<file path="src/rtl/control_sequencer_pkg.sv">
// Shared sequencer definitions: microword field positions, flow/cin_sel encodings,
// flag indices and idle control constants. Imported by control_sequencer and flags_reg users.
package control_sequencer_pkg;

    localparam int OUTCTL_LSB    = 0;
    localparam int LOADCTL_LSB   = 4;
    localparam int ALT_BIT       = 8;
    localparam int CALCFN_BIT    = 9;
    localparam int ARGL_LSB      = 10;
    localparam int ARGR_LSB      = 12;
    localparam int CINSEL_LSB    = 15;
    localparam int IRLOAD_BIT    = 17;
    localparam int FLAGSLOAD_BIT = 18;
    localparam int FLOW_LSB      = 19;
    localparam int COND_LSB      = 22;
    localparam int CINV_BIT      = 24;
    localparam int RESERVED_LSB  = 25;

    typedef enum logic [2:0] {
        FLOW_NEXT = 3'd0,
        FLOW_END  = 3'd1,
        FLOW_CEND = 3'd2,
        FLOW_HALT = 3'd3
    } flow_e;

    typedef enum logic [1:0] {
        CIN_ZERO   = 2'd0,
        CIN_ONE    = 2'd1,
        CIN_CARRY  = 2'd2,
        CIN_NCARRY = 2'd3
    } cin_sel_e;

    localparam int FLAG_V = 0;
    localparam int FLAG_C = 1;
    localparam int FLAG_Z = 2;
    localparam int FLAG_N = 3;

    localparam logic [3:0] OUT_NONE  = 4'hF;
    localparam logic [3:0] LOAD_NONE = 4'hF;

    typedef enum logic {
        ST_RUN  = 1'b0,
        ST_HALT = 1'b1
    } seq_state_e;

endpackage

</file>
<file path="src/rtl/control_sequencer_flags_reg.sv">
// flags_reg: 4-bit flag register with load enable and asynchronous active-low clear.
module flags_reg #(
    parameter int W = 4
) (
    input  logic         clk,
    input  logic         clr_n,
    input  logic         load,
    input  logic [W-1:0] d,
    output logic [W-1:0] q
);

    always_ff @(posedge clk or negedge clr_n) begin
        if (!clr_n) begin
            q <= '0;
        end else if (load) begin
            q <= d;
        end
    end

endmodule

</file>
<file path="src/rtl/control_sequencer.sv">
// Microcoded control sequencer: IR/step/flags state, ROM address build and microword decode.
// Optional build macro SEQ_SINGLE_STEP_EN adds a step_en input that pauses the sequencer.
module control_sequencer
    import control_sequencer_pkg::*;
#(
    parameter int STEP_W  = 3,
    parameter int UWORD_W = 32
) (
    input  logic                clk,
    input  logic                rst,
`ifdef SEQ_SINGLE_STEP_EN
    input  logic                step_en,
`endif
    input  logic [7:0]          main_bus,
    input  logic [3:0]          fout,
    output logic [7+STEP_W:0]   uaddr,
    input  logic [UWORD_W-1:0]  uword,
    output logic [3:0]          outctl,
    output logic [3:0]          loadctl,
    output logic                alt,
    output logic                calcfn,
    output logic [1:0]          arg_l,
    output logic [2:0]          arg_r,
    output logic                cin,
    output logic [3:0]          flags,
    output logic                halted
);

    logic [7:0]        ir;
    logic [STEP_W-1:0] step;
    logic [STEP_W-1:0] step_nxt;
    seq_state_e        state;
    logic              advance;
    logic              step_go;
    logic              cond_hit;
    flow_e             flow;
    logic              unused_reserved;

    assign unused_reserved = ^uword[UWORD_W-1:RESERVED_LSB];

`ifdef SEQ_SINGLE_STEP_EN
    assign step_go = step_en;
`else
    assign step_go = 1'b1;
`endif

    assign advance  = (state == ST_RUN) && step_go;
    assign uaddr    = {ir, step};
    assign flow     = flow_e'(uword[FLOW_LSB +: 3]);
    // CEND looks at the flags held before any flags_load in the same word.
    assign cond_hit = flags[uword[COND_LSB +: 2]] ^ uword[CINV_BIT];

    always_comb begin
        step_nxt = step + 1'b1;
        case (flow)
            FLOW_END:  step_nxt = '0;
            FLOW_CEND: if (cond_hit) step_nxt = '0;
            FLOW_HALT: step_nxt = step;
            default:   step_nxt = step + 1'b1;
        endcase
    end

    always_ff @(posedge clk or negedge rst) begin
        if (!rst) begin
            state  <= ST_RUN;
            halted <= 1'b0;
            ir     <= '0;
            step   <= '0;
        end else if (advance) begin
            step <= step_nxt;
            if (uword[IRLOAD_BIT]) begin
                ir <= main_bus;
            end
            if (flow == FLOW_HALT) begin
                state  <= ST_HALT;
                halted <= 1'b1;
            end
        end
    end

    flags_reg #(.W(4)) u_flags (
        .clk   (clk),
        .clr_n (rst),
        .load  (advance && uword[FLAGSLOAD_BIT]),
        .d     (fout),
        .q     (flags)
    );

    // Controls decode straight from the ROM word; reset and HALT force the idle set.
    always_comb begin
        outctl  = OUT_NONE;
        loadctl = LOAD_NONE;
        alt     = 1'b0;
        calcfn  = 1'b0;
        arg_l   = '0;
        arg_r   = '0;
        cin     = 1'b0;
        if (rst && (state == ST_RUN)) begin
            outctl  = uword[OUTCTL_LSB +: 4];
            loadctl = step_go ? uword[LOADCTL_LSB +: 4] : LOAD_NONE;
            alt     = uword[ALT_BIT];
            calcfn  = uword[CALCFN_BIT];
            arg_l   = uword[ARGL_LSB +: 2];
            arg_r   = uword[ARGR_LSB +: 3];
            case (cin_sel_e'(uword[CINSEL_LSB +: 2]))
                CIN_ZERO:   cin = 1'b0;
                CIN_ONE:    cin = 1'b1;
                CIN_CARRY:  cin = flags[FLAG_C];
                CIN_NCARRY: cin = ~flags[FLAG_C];
                default:    cin = 1'b0;
            endcase
        end
    end

endmodule

</file>
<file path="config.mk">
export PLATFORM = sky130hd
export DESIGN_NAME = control_sequencer
export DESIGN_NICKNAME = d
export VERILOG_FILES = /design/src/rtl/control_sequencer_pkg.sv /design/src/rtl/control_sequencer_flags_reg.sv /design/src/rtl/control_sequencer.sv
export SDC_FILE = /design/constraint.sdc
export NUM_CORES = 1
export LEC_CHECK = 0
export BUFFER_PORTS_ARGS = -buffer_cell sky130_fd_sc_hd__buf_2
export CAP_MARGIN = 20
export CORE_AREA = 2 2 51 53
export DETAILED_ROUTE_END_ITERATION = 6
export DIE_AREA = 0 0 53 55
export GPL_TIMING_DRIVEN = 0
export PLACE_DENSITY = 0.83
export SYNTH_ARGS = -nofsm -noshare
export SYNTH_HDL_FRONTEND = slang
export SYNTH_SLANG_ARGS = --single-unit
export TNS_END_PERCENT = 5
</file>
<file path="constraint.sdc">
create_clock -name clk -period 2.41 [get_ports clk]
set_input_delay 0.3615 -clock clk [delete_from_list [all_inputs] [get_ports clk]]
set_output_delay 0.3615 -clock clk [all_outputs]
set_load 0.02 [all_outputs]
</file>
==> results by group, run 1 <==
Synth
  • EDFF count, synth: 0
  • Adder-cell share of the synthesized area: 1.401%
  • Post-Syn Instances: 77
  • Post-Syn Nets: 124
  • Register bit total from synthesis: 17
  • Seq/Total Area, Yosys: 47.62%
  • Post-synthesis xor/xnor area fraction: 0.9804%
  • Synth Area per Inst: 11.60 um2
  • Post-synthesis simple-gate area fraction: 23.95%
  • Fraction of synthesis flops using an asynchronous set or reset pin: 100.0%
  • Syn Std Cell Area: 893.4 um2
  • Most frequent cell after synthesis: dfrtp_1
  • Synth cell types: 23
  • Commonest cells in the netlist: dfrtp_1, mux2_2, nand2b_1, and2_1
  • Synth Area in Compound Gates: 4.622%
  • Main synth FF type: dfrtp_1
  • Yosys top cell area share: 47.62%
  • Largest family of logic cells by synthesized area: simple AND/OR/NAND/NOR gates
  • Mux contribution to synthesized area: 19.61%
  • Synth Warn #: 0
  • Post-synth top area cell: dfrtp_1
  • Synth top area cells: dfrtp_1, mux2_2, nand2b_1, and2_1, mux2i_1

Timing
  • Fin crit share: 84.70%
  • Final Hold Viols: 0
  • Maximum operating frequency: 489.9 MHz
  • Worst-Margin Slew: 0.7477 ns
  • Clk_skew: 0.009544 ns
  • Final hold slack: 0.2966 ns
  • Setup TNS: 0 ns
  • Fin. max-slew vios: 0
  • RSZ-0062 raised after global routing: false
  • Fin worst setup slack: 0.3686 ns
  • Rel. slew slack: 49.99%
  • Setup violators final: 0
  • Final min period: 2.041 ns

Cells and area
  • Multi-input logic area: 451.7 um2
  • Fillers: 223
  • Final instance area: 1319 um2
  • Layout cell share with drive strength beyond 1: 59.21%
  • Nets: 200
  • Register area: 425.4 um2
  • Area growth from synthesis to layout: 47.62%
  • Ant diodes: 0

Route
  • Via/cell ratio: 4.874
  • Final ANT Viol Nets: 0
  • Via count: 887
  • Initial DRC Count: 10
  • Wire per inst: 12.02 um
  • Routed WL: 2.187 mm
  • Number of remaining DRC errors: 0
  • DRT Pass-1 Iters: 4

Min path
  • Hold Startpoint: main_bus[2]
  • WHS Endpoint: ir[2]
  • Hold Path Depth: 2
  • Tightest Hold Check Type: in -> reg

Floorplan
  • Die Height: 55 um
  • Die area: 2915 um2
  • Die Wd: 53 um
  • Rows: 18
  • # IOs: 78
  • Core Area: 2365 um2
  • Initial Utilization: 37.78%

Clocking
  • TritonCTS Buffers: 3
  • CTS root buf: clkbuf_4
  • Clk Latency, worst-skew pair: 0.29 ns
  • CTS tree: built
  • Post_cts resized: 0
  • H-Tree Depth: 1
  • CTS Sinks: 17
  • Clock transition at path regs: 0.10 ns
  • Maximum clock path buffer count: 2

Worst setup path
  • CP Class: reg -> out
  • Worst-path fanout max: 10
  • FF-to-FF setup slack: 1.07 ns
  • Crit path required time: 2.05 ns
  • Reg2Reg Depth: 4
  • Crit end category: output pin
  • Reg2Reg Launch Point: u_flags.q[1]
  • Startpoint types: flip-flop
  • R2R Path End: step[0]
  • WP data arrival: 1.68 ns

Placed design
  • Placement Setup Slack: 0.3766 ns
  • Area post-placement: 1281 um2
  • HPWL after DPL: 1.827 mm
  • Gpl congestion: 0.6484
  • # port buffers: 70

GRT
  • Largest net degree at the start of global routing: 18
  • Number of global-route vias before repair: 779
  • GRT Overall Usage: 15.05%
  • First-pass GRT wire length: 3.125 mm
  • Initial antenna violation count: 0
  • GRT overflow: 0

Power and ir drop
  • Lkg Pwr: 0.6706 nW
  • VDD IR max: 0.0005594 V
  • Pwr Density: 751.8 nW/um2

Outcome
  • Status: complete, no violations

Flow run
  • Max-cap violation count: 0
## cells in the final DEF (no fill, tap or decap)
cell type	count
clkbuf_4	3
buf_2	71
o21a_1	1
nand3b_1	1
clkbuf_1	2
nand2_1	4
or2b_1	1
o21ai_0	1
o31ai_1	2
inv_1	1
clkinv_2	1
dfrtp_1	17
and4b_2	1
and2b_1	1
and2_1	8
dlygate4sd3_1	1
o21bai_1	1
and4bb_2	2
nor2b_1	2
a31oi_1	1
nor4b_1	1
mux2i_1	4
mux2_2	12
ha_1	1
nand2b_1	11
xnor2_1	1
## layer usage
layer	vias up	share of wire [%]	routed length [um]	track usage, %
met3	2	15	318	3.226
li1	417	-	-	-
met2	61	48	1046	27.71
met1	407	37	810	16.35
met4	0	0.50	11	7.692
met5	-	0	0	0
## through the flow
step / util [%] / instances / total power [mW]
2_1_floorplan: - / 77 / 0.6904
3_3_place_gp: 54.18 / 177 / 0.8410
3_5_place_dp: 54.18 / 177 / 0.8585
4_1_cts: 55.77 / 182 / 1.011
5_1_grt: 55.77 / 182 / 1.066
6_report: 55.77 / 182 / 0.9914
## worst max path at each step
stage | from | endpoint | slack [ns]
global placement | rst | arg_r[1] | 0.44
global route | state | cin | 0.23
detailed placement | rst | arg_r[1] | 0.38
floorplan | state | cin | 0.89
CTS | state | arg_r[1] | 0.33
finish | state | arg_r[1] | 0.37
## flip-flops by register name, summed over array words and instances (netlist names)
| register | count |
|---|---|
| u_flags.q | 4 |
| halted | 1 |
| step | 3 |
| state | 1 |
| ir | 8 |
## critical path, cell delays in order (launching register included)
cell and delay, ns:
dfrtp_1 0.43, and2b_1 0.33, clkbuf_1 0.28, and2_1 0.18
buf_2 0.16
## where the power goes
group | internal [mW] | switching, mW
Sequential | 0.380 | 0.0590
Clock | 0.0616 | 0.0850
Combinational | 0.182 | 0.225
## repair_timing
item / in CTS / in global routing
endpoints found under the hold margin: 17 / 0
setup buffers: 0 / 0
hold buffers: 1 / 0
## area by class of cell
type / count / share of cell area [%]
multi-input cells: 56 / 34.25
flip-flops and latches: 17 / 32.26
repair buffers: 71 / 27.32
well taps: 30 / 2.846
clock buffers: 3 / 1.708
plain buffers: 3 / 0.9488
clock inverters: 1 / 0.3795
inverters: 1 / 0.2846
## cell families after synthesis
family / count (synthesis)
buffers and inverters: 4
xor gates and xnor gates: 1
AOI/OAI and AO/OA: 6
and+or+nand+nor: 32
adders and majority gates: 1
DFF: 17
muxes: 16
Power figures use the tool's default switching activity.
==> inputs of run 2 (changes only) <==
Settings changed: CORE_AREA 2 2 51 53 to 2 2 53 55, DIE_AREA 0 0 53 55 to 0 0 55 57, PLACE_DENSITY 0.83 to 0.77.
Clock period 2.41 ns to 2.1 ns, I/O delays scaled along.
==> run 2 against run 1 <==
  * Global-route usage fell by 1.5 points
  * Total power up 15%
  * Final cell count is the same
  * Sequential share of layout area grew 0.061 points
  * Critical path type unchanged
  * Largest power group unchanged
==> results by group, run 2 (synthesis results as in run 1) <==
Timing
  • Clk_skew: 0.008941 ns (was 0.009544 ns)
  • Rel. slew slack: 50.13% (was 49.99%)
  • Setup violators final: 0 (unchanged)
  • RSZ-0062 raised after global routing: false (unchanged)
  • Worst-Margin Slew: 0.7456 ns (was 0.7477 ns)
  • Fin. max-slew vios: 0 (unchanged)
  • Final min period: 1.812 ns
  • Fin worst setup slack: 0.2884 ns (was 0.3686 ns)
  • Maximum operating frequency: 552.0 MHz
  • Final Hold Viols: 0 (unchanged)
  • Fin crit share: 86.27%
  • Setup TNS: 0 ns (unchanged)

Flow run
  • Max-cap violation count: 0 (unchanged)

Route
  • M1 WL: 745 um (was 810 um)
  • Initial DRC Count: 7 (was 10)
  • Wire per inst: 11.82 um (was 12.02 um)
  • Met3 wire length: 294 um (was 318 um)
  • DRT Pass-1 Iters: 3 (was 4)
  • Metal2 WL: 1.112 mm (was 1.046 mm)
  • Routed WL: 2.152 mm (was 2.187 mm)
  • Via/cell ratio: 4.747 (was 4.874)
  • Final ANT Viol Nets: 0 (unchanged)
  • Top Metal Used: met3 (was met4)
  • Via count: 864 (was 887)
  • Number of remaining DRC errors: 0 (unchanged)

GRT
  • First-pass GRT wire length: 3.063 mm (was 3.125 mm)
  • GRT overflow: 0 (unchanged)
  • GRT Overall Usage: 13.56% (was 15.05%)
  • Initial antenna violation count: 0 (unchanged)
  • Largest net degree at the start of global routing: 18 (unchanged)
  • Number of global-route vias before repair: 737 (was 779)

Clocking
  • CTS root buf: clkbuf_4 (unchanged)
  • Maximum clock path buffer count: 2 (unchanged)
  • Clock transition at path regs: 0.10 ns (about the same)
  • Setup bufs post-CTS: 0 (unchanged)
  • H-Tree Depth: 1 (unchanged)
  • TritonCTS Buffers: 3 (unchanged)
  • CTS Sinks: 17 (unchanged)
  • Post_cts resized: 0 (unchanged)
  • Clk Latency, worst-skew pair: 0.29 ns (about the same)
  • CTS tree: built (unchanged)

Cells and area
  • Final core utilization: 50.33% (was 55.77%)
  • Layout cell share with drive strength beyond 1: 59.60% (was 59.21%)
  • Multi-input logic area: 451.7 um2 (unchanged)
  • Most common cell after layout, fill and taps aside: buf_2 (unchanged)
  • Register area: 425.4 um2 (unchanged)
  • Most flop-heavy register: ir (unchanged)
  • Fillers: 245 (was 223)
  • Leading cell types in the layout, fill and taps excluded: buf_2, dfrtp_1, mux2_2, nand2b_1, and2_1 (unchanged)
  • Nets: 199 (was 200)
  • Final instance area: 1316 um2 (was 1319 um2)
  • Ant diodes: 0 (unchanged)
  • Area growth from synthesis to layout: 47.34% (was 47.62%)
  • Top flop regs: ir (8), u_flags.q (4), step (3) (unchanged)
  • Max reg flops: 8 (unchanged)

Floorplan
  • Core Area: 2615 um2 (was 2365 um2)
  • # IOs: 78 (unchanged)
  • Die area: 3135 um2 (was 2915 um2)
  • Die Wd: 55 um (was 53 um)
  • Die Height: 57 um (was 55 um)
  • Rows: 19 (was 18)
  • Initial Utilization: 34.16% (was 37.78%)

Worst setup path
  • Crit path required time: 1.78 ns (was 2.05 ns)
  • CP Class: reg -> out (unchanged)
  • Startpoint types: flip-flop (unchanged)
  • WP data arrival: 1.50 ns (was 1.68 ns)
  • Reg2Reg Launch Point: u_flags.q[1] (unchanged)
  • Max stage delay on crit path: 0.44 ns (was 0.43 ns)
  • FF-to-FF setup slack: 0.76 ns (was 1.07 ns)
  • R2R Path End: step[1] (was step[0])
  • Delay-heaviest family, CP: simple AND/OR/NAND/NOR gates (unchanged)
  • Reg2Reg Depth: 4 (unchanged)
  • WP buf/inv: 1 (was 2)
  • Worst setup path endpoint: cin (was arg_r[1])
  • CP max-delay cell: dfrtp_1 (unchanged)
  • Crit path depth: 3 (was 4)
  • CP startpoint: state (unchanged)
  • Critical path cell sequence: and2b_1 > and2_1 > buf_2 (was and2b_1 > clkbuf_1 > and2_1 > buf_2)
  • Crit end category: output pin (unchanged)
  • Worst-path fanout max: 16 (was 10)

Outcome
  • Status: complete, no violations (unchanged)

Placed design
  • HPWL after DPL: 1.802 mm (was 1.827 mm)
  • Gpl congestion: 0.6314 (was 0.6484)
  • Area post-placement: 1282 um2 (was 1281 um2)
  • Placement Setup Slack: 0.1833 ns (was 0.3766 ns)
  • # port buffers: 70 (unchanged)

Power and ir drop
  • VDD IR max: 0.0006935 V (was 0.0005594 V)
  • Pwr Density: 865.4 nW/um2 (was 751.8 nW/um2)
  • Lkg Pwr: 0.6694 nW (was 0.6706 nW)

Min path
  • Tightest Hold Check Type: in -> reg (unchanged)
-- run 2: cell count changes in the layout (fill, tap and decap cells not counted), sizes merged --
| cell | previous run | this run |
|---|---|---|
| clkbuf | 5 | 4 |
-- run 2: metal layers --
metal	track usage [%]	up-vias
li1	-	415
met1	13.54	394
met4	4.181	0
met5	0	-
met3	3.403	0
met2	26.02	55
-- run 2: worst min-delay path by stage --
| stage | from | end | depth (start not counted) |
|---|---|---|---|
| 2_1_floorplan | rst | halted | 0 |
| 3_3_place_gp | rst | ir[3] | 1 |
| 3_5_place_dp | rst | ir[7] | 1 |
| 4_1_cts | main_bus[3] | ir[3] | 2 |
| 5_1_grt | fout[1] | u_flags.q[1] | 2 |
| 6_report | main_bus[3] | ir[3] | 2 |
-- run 2: area by class of cell --
class                      count  share of cell area (%)
buffer                         2                  0.6654
clock buffer                   3                   1.711
sequential                    17                   32.32
timing repair buffer          71                   27.38
multi-input combinational     56                   34.32
tap                           31                   2.947
inverter                       1                  0.2852
clock inverter                 1                  0.3802
-- run 2: what timing repair did --
action	in CTS	in global routing
hold buffers	1	0
endpoints found under the hold margin	17	0
endpoints found under the setup margin	0	7
-- run 2: power by group --
group          leakage (nW)  switching (mW)  total (mW)  internal (mW)
Combinational         0.458           0.257       0.466          0.208
Clock                0.0177           0.100       0.171         0.0706
Sequential            0.194          0.0669       0.502          0.436
-- run 2: metrics by stage --
step / hold slack [ns] / total power, mW / instances
2_1_floorplan: 0.01941 / 0.7923 / 77
3_3_place_gp: 0.2521 / 0.9633 / 178
3_5_place_dp: 0.2661 / 0.9810 / 178
4_1_cts: 0.2372 / 1.160 / 183
5_1_grt: 0.2262 / 1.215 / 182
6_report: 0.2500 / 1.139 / 182
==> inputs of run 3 (changes only) <==
Settings changed: CELL_PAD_IN_SITES_DETAIL_PLACEMENT set to 0, CELL_PAD_IN_SITES_GLOBAL_PLACEMENT set to 1, CORE_AREA 2 2 53 55 to 2 2 62 64, DIE_AREA 0 0 55 57 to 0 0 64 66, PLACE_DENSITY 0.77 to not set, PLACE_DENSITY_LB_ADDON set to 0.1.
==> run 3 against run 2 <==
  * Design area grew 1.5%
  * Non-clock buffer count is the same
  * Register-to-register slack gained 0.07 ns
  * Via count shrank 2.8%
  * Die area grew 35%
  * Clock-buffer cell count grew 1
  * Sequential power is essentially flat
  * Clock skew shrank 0.0068 ns
  * Sequential share of layout area shrank 0.48 points
  * Wire length grew 5.4%
  * Global-route usage shrank 2.4 points
  * Critical path type unchanged
==> results by group, run 3 (synthesis results as in run 1) <==
Timing
  • Clk_skew: 0.002158 ns (was 0.008941 ns)
  • Fin. max-slew vios: 0 (unchanged)
  • Final hold slack: 0.2647 ns (was 0.2500 ns)
  • RSZ-0062 raised after global routing: false (unchanged)
  • Setup TNS: 0 ns (unchanged)
  • Setup violators final: 0 (unchanged)
  • Final Hold Viols: 0 (unchanged)
  • Maximum operating frequency: 540.1 MHz (was 552.0 MHz)
  • Worst-Margin Slew: 0.7541 ns (was 0.7456 ns)
  • Fin crit share: 88.17% (was 86.27%)
  • Final min period: 1.851 ns (was 1.812 ns)
  • Rel. slew slack: 49.56% (was 50.13%)

Route
  • Via/cell ratio: 4.221 (was 4.747)
  • Via count: 840 (was 864)
  • Final ANT Viol Nets: 0 (unchanged)
  • DRT Pass-1 Iters: 2 (was 3)
  • Initial DRC Count: 12 (was 7)
  • Routed WL: 2.268 mm (was 2.152 mm)
  • Wire per inst: 11.40 um (was 11.82 um)
  • Number of remaining DRC errors: 0 (unchanged)

Power and ir drop
  • Pwr Density: 848.3 nW/um2 (was 865.4 nW/um2)
  • Lkg Pwr: 0.6666 nW (was 0.6694 nW)
  • VDD IR max: 0.0003616 V (was 0.0006935 V)

Worst setup path
  • Worst-path fanout max: 16 (unchanged)
  • Crit path required time: 1.78 ns (about the same)
  • FF-to-FF setup slack: 0.83 ns (was 0.76 ns)
  • Reg2Reg Launch Point: u_flags.q[3] (was u_flags.q[1])
  • Crit end category: output pin (unchanged)
  • R2R Path End: step[0] (was step[1])
  • Startpoint types: flip-flop (unchanged)
  • WP data arrival: 1.54 ns (was 1.50 ns)
  • Reg2Reg Depth: 4 (unchanged)
  • CP Class: reg -> out (unchanged)

Cells and area
  • Layout cell share with drive strength beyond 1: 58.94% (was 59.60%)
  • Finished Layout Cells: 199 (was 182)
  • Max reg flops: 8 (unchanged)
  • Area growth from synthesis to layout: 49.58% (was 47.34%)
  • Leading cell types in the layout, fill and taps excluded: buf_2, dfrtp_1, mux2_2, nand2b_1, and2_1 (unchanged)
  • Ant diodes: 0 (unchanged)
  • Nets: 199 (unchanged)
  • Most flop-heavy register: ir (unchanged)
  • Top flop regs: ir (8), u_flags.q (4), step (3) (unchanged)
  • Most common cell after layout, fill and taps aside: buf_2 (unchanged)
  • Final instance area: 1336 um2 (was 1316 um2)
  • Fillers: 368 (was 245)
  • Final core utilization: 37.63% (was 50.33%)

Floorplan
  • Die Height: 66 um (was 57 um)
  • Die Wd: 64 um (was 55 um)
  • Die area: 4224 um2 (was 3135 um2)
  • Rows: 22 (was 19)
  • Initial Utilization: 25.16% (was 34.16%)
  • Core Area: 3551 um2 (was 2615 um2)
  • # IOs: 78 (unchanged)

Outcome
  • Status: complete, no violations (unchanged)

Clocking
  • Setup bufs post-CTS: 0 (unchanged)
  • Maximum clock path buffer count: 2 (unchanged)
  • CTS Sinks: 17 (unchanged)
  • Clock transition at path regs: 0.09 ns (was 0.10 ns)
  • Clk Latency, worst-skew pair: 0.28 ns (was 0.29 ns)
  • Post_cts resized: 0 (unchanged)
  • CTS root buf: clkbuf_4 (unchanged)
  • CTS tree: built (unchanged)
  • H-Tree Depth: 1 (unchanged)
  • TritonCTS Buffers: 3 (unchanged)

Placed design
  • HPWL after DPL: 1.857 mm (was 1.802 mm)
  • Placed Cells: 195 (was 178)
  • Area post-placement: 1304 um2 (was 1282 um2)
  • # port buffers: 70 (unchanged)
  • Gpl congestion: 0.6372 (was 0.6314)

GRT
  • Number of global-route vias before repair: 833 (was 737)
  • Initial antenna violation count: 0 (unchanged)
  • GRT overflow: 0 (unchanged)
  • First-pass GRT wire length: 3.677 mm (was 3.063 mm)
  • Largest net degree at the start of global routing: 18 (unchanged)
  • GRT Overall Usage: 11.17% (was 13.56%)

Min path
  • Hold Startpoint: main_bus[1] (was main_bus[3])
  • WHS Endpoint: ir[1] (was ir[3])
  • Tightest Hold Check Type: in -> reg (unchanged)
  • Hold Path Depth: 2 (unchanged)

Flow run
  • Max-cap violation count: 0 (unchanged)
==> run 3: power breakdown <==
part	switching (mW)	leakage, nW	internal, mW
combinational	0.258	0.458	0.208
sequential	0.0677	0.194	0.436
clock	0.0906	0.0150	0.0736
total	0.416	0.667	0.717
==> run 3: area by class of cell <==
type / count / area (um2) / area share [%]
plain buffers: 2 / 8.758 / 0.6554
clock buffers: 4 / 26.28 / 1.966
inverters: 1 / 3.754 / 0.2809
multi-input cells: 56 / 451.7 / 33.80
flip-flops and latches: 17 / 425.4 / 31.84
well taps: 48 / 60.06 / 4.494
repair buffers: 71 / 360.3 / 26.97
==> run 3: metal layers <==
metal | global-route usage, % | share of wire, %
met1 | 11.75 | 38
met2 | 20.96 | 51
met3 | 2.726 | 10
met4 | 4.891 | 0.75
met5 | 0 | 0
==> run 3: timing repair <==
item | CTS | global route
hold buffers | 1 | 0
setup endpoints to repair | 0 | 8
endpoints found under the hold margin | 17 | 0
==> run 3: how the worst max path moves through the flow <==
stage          start  slack [ns]       end
6_report       state        0.25       alt
5_1_grt        state        0.11  arg_r[0]
4_1_cts        state        0.07       alt
3_5_place_dp     rst        0.15       alt
3_3_place_gp     rst        0.18       alt
2_1_floorplan  state        0.63       cin
==> run 3: per-stage QoR <==
step | worst slack [ns] | power (mW)
global placement | 0.1783 | 0.9719
finish | 0.2485 | 1.134
CTS | 0.06535 | 1.160
detailed placement | 0.1454 | 0.9854
floorplan | 0.6279 | 0.7923
global route | 0.1079 | 1.228
==> run 3: worst max-delay path, stage by stage (launching register included) <==
cell and delay [ns]:
dfrtp_1 0.43, and2b_1 0.47, and2_1 0.20, buf_2 0.16
